`src/rtl/mem_pkg.sv`:
```
// Shared definitions for the data-memory port: transfer geometry and the
// per-cycle grant decision encoding.
package mem_pkg;

    localparam int MEM_XFER_BYTES = 8;
    localparam int DWORD_LSB      = 3;

    typedef enum logic [1:0] {
        MEM_IDLE  = 2'd0,
        MEM_LOAD  = 2'd1,
        MEM_STORE = 2'd2
    } mem_op_e;

endpackage

```
`src/rtl/starve_counter.sv`:
```
// Saturating count of consecutive load grants taken while a store waits.
module starve_counter #(
    parameter int MAX = 4,
    parameter int W   = 3
) (
    input  logic clk,
    input  logic rst_n,
    input  logic inc_i,
    input  logic clr_i,
    output logic sat_o
);

    localparam logic [W-1:0] MAX_C = W'(MAX);

    logic [W-1:0] cnt_q;
    logic [W-1:0] cnt_d;

    // Next count: clear wins over increment, increment stops at MAX.
    always_comb begin
        cnt_d = cnt_q;
        if (clr_i) begin
            cnt_d = '0;
        end else if (inc_i && (cnt_q != MAX_C)) begin
            cnt_d = cnt_q + {{(W-1){1'b0}}, 1'b1};
        end else begin
            cnt_d = cnt_q;
        end
    end

    // Counter state register.
    always_ff @(posedge clk or negedge rst_n) begin
        if (!rst_n) begin
            cnt_q <= '0;
        end else begin
            cnt_q <= cnt_d;
        end
    end

    assign sat_o = (cnt_q == MAX_C);

endmodule

```
`src/rtl/mem_port_arbiter.sv`:
```
// Arbitrates the single datamem port between loads and committed stores;
// grants are combinational, load responses return one cycle after grant.
module mem_port_arbiter
    import mem_pkg::*;
#(
    parameter int TAG_W      = 4,
    parameter int STARVE_MAX = 4
) (
    input  logic             clk,
    input  logic             reset_n,
    input  logic             ld_valid,
    output logic             ld_ready,
    input  logic [63:0]      ld_addr,
    input  logic [TAG_W-1:0] ld_tag,
    input  logic             st_valid,
    output logic             st_ready,
    input  logic [63:0]      st_addr,
    input  logic [63:0]      st_data,
    input  logic             st_urgent,
    output logic             mem_read_enable,
    output logic             mem_write_enable,
    output logic [63:0]      mem_address,
    output logic [63:0]      mem_write_data,
    input  logic [63:0]      mem_read_data,
    output logic             resp_valid,
    output logic [TAG_W-1:0] resp_tag,
    output logic [63:0]      resp_data
);

    localparam int CNT_W = $clog2(STARVE_MAX + 1);

    mem_op_e          op_s;
    logic             same_dw_s;
    logic             starve_sat_s;
    logic             cnt_inc_s;
    logic             cnt_clr_s;
    logic             resp_valid_q;
    logic             resp_valid_d;
    logic [TAG_W-1:0] resp_tag_q;
    logic [TAG_W-1:0] resp_tag_d;

    assign same_dw_s = (ld_addr[63:DWORD_LSB] == st_addr[63:DWORD_LSB]);

    // Grant decision; a store to the load's doubleword must land first.
    always_comb begin
        op_s = MEM_IDLE;
        if (!reset_n) begin
            op_s = MEM_IDLE;
        end else if (ld_valid && !st_valid) begin
            op_s = MEM_LOAD;
        end else if (st_valid && !ld_valid) begin
            op_s = MEM_STORE;
        end else if (ld_valid && st_valid) begin
            if (same_dw_s || st_urgent || starve_sat_s) begin
                op_s = MEM_STORE;
            end else begin
                op_s = MEM_LOAD;
            end
        end else begin
            op_s = MEM_IDLE;
        end
    end

    // Handshake and memory-port drive for the granted operation.
    always_comb begin
        ld_ready         = 1'b0;
        st_ready         = 1'b0;
        mem_read_enable  = 1'b0;
        mem_write_enable = 1'b0;
        mem_address      = 64'd0;
        mem_write_data   = 64'd0;
        case (op_s)
            MEM_LOAD: begin
                ld_ready        = 1'b1;
                mem_read_enable = 1'b1;
                mem_address     = ld_addr;
            end
            MEM_STORE: begin
                st_ready         = 1'b1;
                mem_write_enable = 1'b1;
                mem_address      = st_addr;
                mem_write_data   = st_data;
            end
            default: begin
                ld_ready         = 1'b0;
                st_ready         = 1'b0;
                mem_read_enable  = 1'b0;
                mem_write_enable = 1'b0;
                mem_address      = 64'd0;
                mem_write_data   = 64'd0;
            end
        endcase
    end

    assign cnt_inc_s = (op_s == MEM_LOAD) && st_valid;
    assign cnt_clr_s = (op_s == MEM_STORE) || !st_valid;

    starve_counter #(
        .MAX (STARVE_MAX),
        .W   (CNT_W)
    ) u_starve (
        .clk   (clk),
        .rst_n (reset_n),
        .inc_i (cnt_inc_s),
        .clr_i (cnt_clr_s),
        .sat_o (starve_sat_s)
    );

    // Pending-response capture; the tag holds until the next load grant.
    always_comb begin
        resp_valid_d = (op_s == MEM_LOAD);
        if (op_s == MEM_LOAD) begin
            resp_tag_d = ld_tag;
        end else begin
            resp_tag_d = resp_tag_q;
        end
    end

    // Response register.
    always_ff @(posedge clk or negedge reset_n) begin
        if (!reset_n) begin
            resp_valid_q <= 1'b0;
            resp_tag_q   <= '0;
        end else begin
            resp_valid_q <= resp_valid_d;
            resp_tag_q   <= resp_tag_d;
        end
    end

    assign resp_valid = resp_valid_q;
    assign resp_tag   = resp_tag_q;
    assign resp_data  = mem_read_data;

endmodule

```
`config.mk`:
```
export PLATFORM = sky130hd
export DESIGN_NAME = mem_port_arbiter
export DESIGN_NICKNAME = d
export VERILOG_FILES = /design/src/rtl/mem_pkg.sv /design/src/rtl/starve_counter.sv /design/src/rtl/mem_port_arbiter.sv
export SDC_FILE = /design/constraint.sdc
export NUM_CORES = 1
export LEC_CHECK = 0
export CAP_MARGIN = 20
export CORE_AREA = 5 5 180 182
export DETAILED_ROUTE_END_ITERATION = 16
export DIE_AREA = 0 0 185 187
export PLACE_DENSITY = 0.41
export SYNTH_ARGS = -nofsm -noshare
export SYNTH_HDL_FRONTEND = slang
export SYNTH_SLANG_ARGS = --single-unit
```
`constraint.sdc`:
```
create_clock -name clk -period 12.02 [get_ports clk]
set_input_delay 2.404 -clock clk [delete_from_list [all_inputs] [get_ports clk]]
set_output_delay 2.404 -clock clk [all_outputs]
set_load 0.02 [all_outputs]
```
==> impl_metrics.csv <==
group,metric,value,unit
outcome,status,"complete, no violations",
yosys,synth-simple-area-share,19.62,%
yosys,synth_compound_area_share,34.19,%
placed_design,numPortBuffers,337,
yosys,synth_edf_count,0,
min_path,whs_endpoint,"resp_tag[1]$_DFFE_PN0N_",
clock_network,clkLatencyLatePin,0.23,ns
clock_network,cts_resized,0,
critical_path,reg2reg_slack,9.17,ns
clock_network,clkTransAtPathRegs,0.04,ns
timing,hold_ws,0.5009,ns
yosys,ys_seq_area_share,6.216,%
global_route,grt_util_all_layers,10.73,%
detailed_routing,viasPerCell,3.769,
yosys,synth.most_common_cell,"buf_4",
global_route,grt_max_degree,68,
detailed_routing,wire_per_inst,18.71,microns
yosys,netlist_top_cells_count,"buf_4 (68), a21o_1 (65), and2_1 (65)",
detailed_routing,route.detailed.drc,0,
clock_network,cts_tree,"yes",
critical_path,path_class,"in -> out",
min_path,min_path_cells,1,
finish,drive_gt1_share,2.256,%
timing,worstMarginPinSlew,0.9585,ns
yosys,async_flop_share,100.0,%
floorplan,std_cell_rows,64,
clock_network,root_buffer,"clkbuf_16",
clock_network,clock_sinks,8,
timing,fin_crit_sh,81.64,%
critical_path,cp-end-kind,"primary output",
floorplan,die_w,185,microns
yosys,synth_cells,415,
clock_network,hold_buffers,0,
timing,finalCriticalPeriod,9.813,ns
critical_path,critPathMaxFanout,53,
min_path,hp-class,"reg -> reg",
placed_design,detailed_place_hpwl,16710,microns
power_and_ir_drop,peakVddDrop,0.02665,mV
clock_network,cts_buffers,3,
yosys,syn_nets,684,
critical_path,cp.required,9.62,ns
global_route,globalRouteOverflowTotal,0,
finish,fin_nets,936,
timing,maxSlewViolCount,0,
yosys,yosysTopAreaCell,"a22o_1",
yosys,ys_seq_elements,8,
clock_network,post_cts_buffers,0,
yosys,avgSynthCellArea,7.760,sq um
yosys,synth_top_family_by_area,"compound AO/OA/AOI/OAI gates",
finish,area.growth.synth_to_final,103.9,%
yosys,synthMuxAreaShare,1.709,%
timing,setup_viol,0,
detailed_routing,vias,4003,
yosys,syn_area,3221,sq um
timing,fin_setup_tns,0,ns
timing,finalHoldViolCount,0,
detailed_routing,routed_wl,19870,microns
critical_path,rr_startpoint,"u_starve.cnt_q[0]$_DFFE_PN0P_",
yosys,synth_xor_area_share,16.59,%
clock_network,htreeDepth,1,
yosys,synth.top_cell.area_share,17.13,%
detailed_routing,dr.pass1.iters,4,
global_route,grt_pass1_vias,4404,
yosys,synth_cell_type_count,29,
detailed_routing,drt_iter0_drc,82,
critical_path,r2r-end,"u_starve.cnt_q[0]$_DFFE_PN0P_",
min_path,min_from,"resp_tag[1]$_DFFE_PN0N_",
floorplan,die_y,187,microns
critical_path,reg2reg_depth,9,
critical_path,crit_arrival,7.41,ns
yosys,netlist_top_cells_area,"a22o_1 (17%), xnor2_1 (17%), buf_4 (16%)",
timing,slew_headroom,36.10,%
yosys,synth_top_flop_cell,"dfrtp_1",
timing,clock_skew,0.005370,ns
global_route,grt_first_pass_wirelength,28270,microns
timing,max_freq,101.9,MHz
yosys,ys_warn_count,0,
timing,rsz0062_at_grt,"false",
power_and_ir_drop,power_density,46.25,nW/um^2
floorplan,io-pin-count,466,
flow_run,max_cap_violations,0,
yosys,synth_adder_area_share,1.554,%
finish,fillers,3354,
detailed_routing,ant_nets,0,
clock_network,clockBufferDepth,2,
floorplan,initial_utilization,10.58,%
critical_path,startpoint_type,"input port",
floorplan,core-area,30430,sq um
power_and_ir_drop,p_leak,0.002735,uW
placed_design,gp_congestion,0.7209,
floorplan,die_area,34600,sq um
global_route,antenna_found_initial,1,
[cell usage in the layout, fill, tap and decap left out, types with 2 or more instances in the layout]
cell             instances
a22o_1                  63
a21o_1                  65
xnor2_1                 61
clkbuf_16                3
nand3_1                  2
dfrtp_1                  8
nor4_1                   4
clkdlybuf4s50_1        337
or4_1                    2
ha_1                     3
inv_1                    2
nor2_1                   2
buf_4                    3
mux2_2                   4
and2_1                  65
a21oi_1                  5
nand4_1                 16
nand2_1                  8
[state kept, by name (all words and copies together) (netlist names)]
signal / flops
resp_tag: 4
u_starve.cnt_q: 3
resp_valid: 1
[per-stage QoR]
| stage | util, % | cell area (sq um) | power, uW | instances | setup WS, ns |
|---|---|---|---|---|---|
| 2_1_floorplan | - | 3221 | 143.9 | 415 | 4.488 |
| 3_5_place_dp | 21.32 | 6489 | 251.1 | 1058 | 1.891 |
| 4_1_cts | 21.57 | 6564 | 310.8 | 1061 | 1.897 |
| 3_3_place_gp | 21.32 | 6489 | 252.5 | 1058 | 1.926 |
| 6_report | 21.58 | 6566 | 303.7 | 1062 | 2.207 |
| 5_1_grt | 21.58 | 6566 | 322.8 | 1062 | 1.742 |
[how the worst max path moves through the flow]
stage / from / end
finish: ld_addr[49] / mem_address[16]
global route: ld_addr[49] / mem_address[16]
CTS: ld_addr[49] / mem_address[16]
detailed placement: ld_addr[49] / mem_address[16]
global placement: st_addr[49] / mem_address[16]
floorplan: ld_addr[25] / mem_address[10]
[cell families after synthesis]
logic type      Yosys count
compound gates          137
simple gates            105
buf+inv                  95
xor+xnor                 61
flops                     8
mux                       5
fa+ha+maj                 4
[layout make-up]
cell class              count  area [sq um]  area share [%]
repair buffers            340          3396           51.71
well taps                 396         495.5           7.546
multi-input cells         312          2390           36.39
inverters                   2         7.507          0.1143
clock buffers               3         75.07           1.143
diodes                      1         2.502         0.03811
flip-flops and latches      8         200.2           3.049
[critical path, cell delays in order]
cell and delay, ns:
clkdlybuf4s50_1 0.45, xnor2_1 0.48, nand4_1 0.22, nor4_1 0.53, nand4_1 0.33, and2_1 0.26, a21o_1 0.18, ha_1 0.34
or2_2 0.37, a21oi_4 0.34, buf_4 0.58, a21o_1 0.25, clkdlybuf4s50_1 0.61
[layer usage]
| layer | global-route usage (%) | up-vias | wire [microns] |
|---|---|---|---|
| met5 | 0 | - | 0 |
| met4 | 2.851 | 0 | 442 |
| met3 | 3.598 | 35 | 1835 |
| met2 | 19.03 | 219 | 9736 |
| met1 | 12.26 | 1829 | 7858 |
| li1 | - | 1920 | - |
[power by group]
part	switching [uW]	internal [uW]
logic	91.8	124
registers	1.45	30.2
clock network	13.7	43.0
total	107	197
Note: power is estimated with default switching activity, not from simulation.
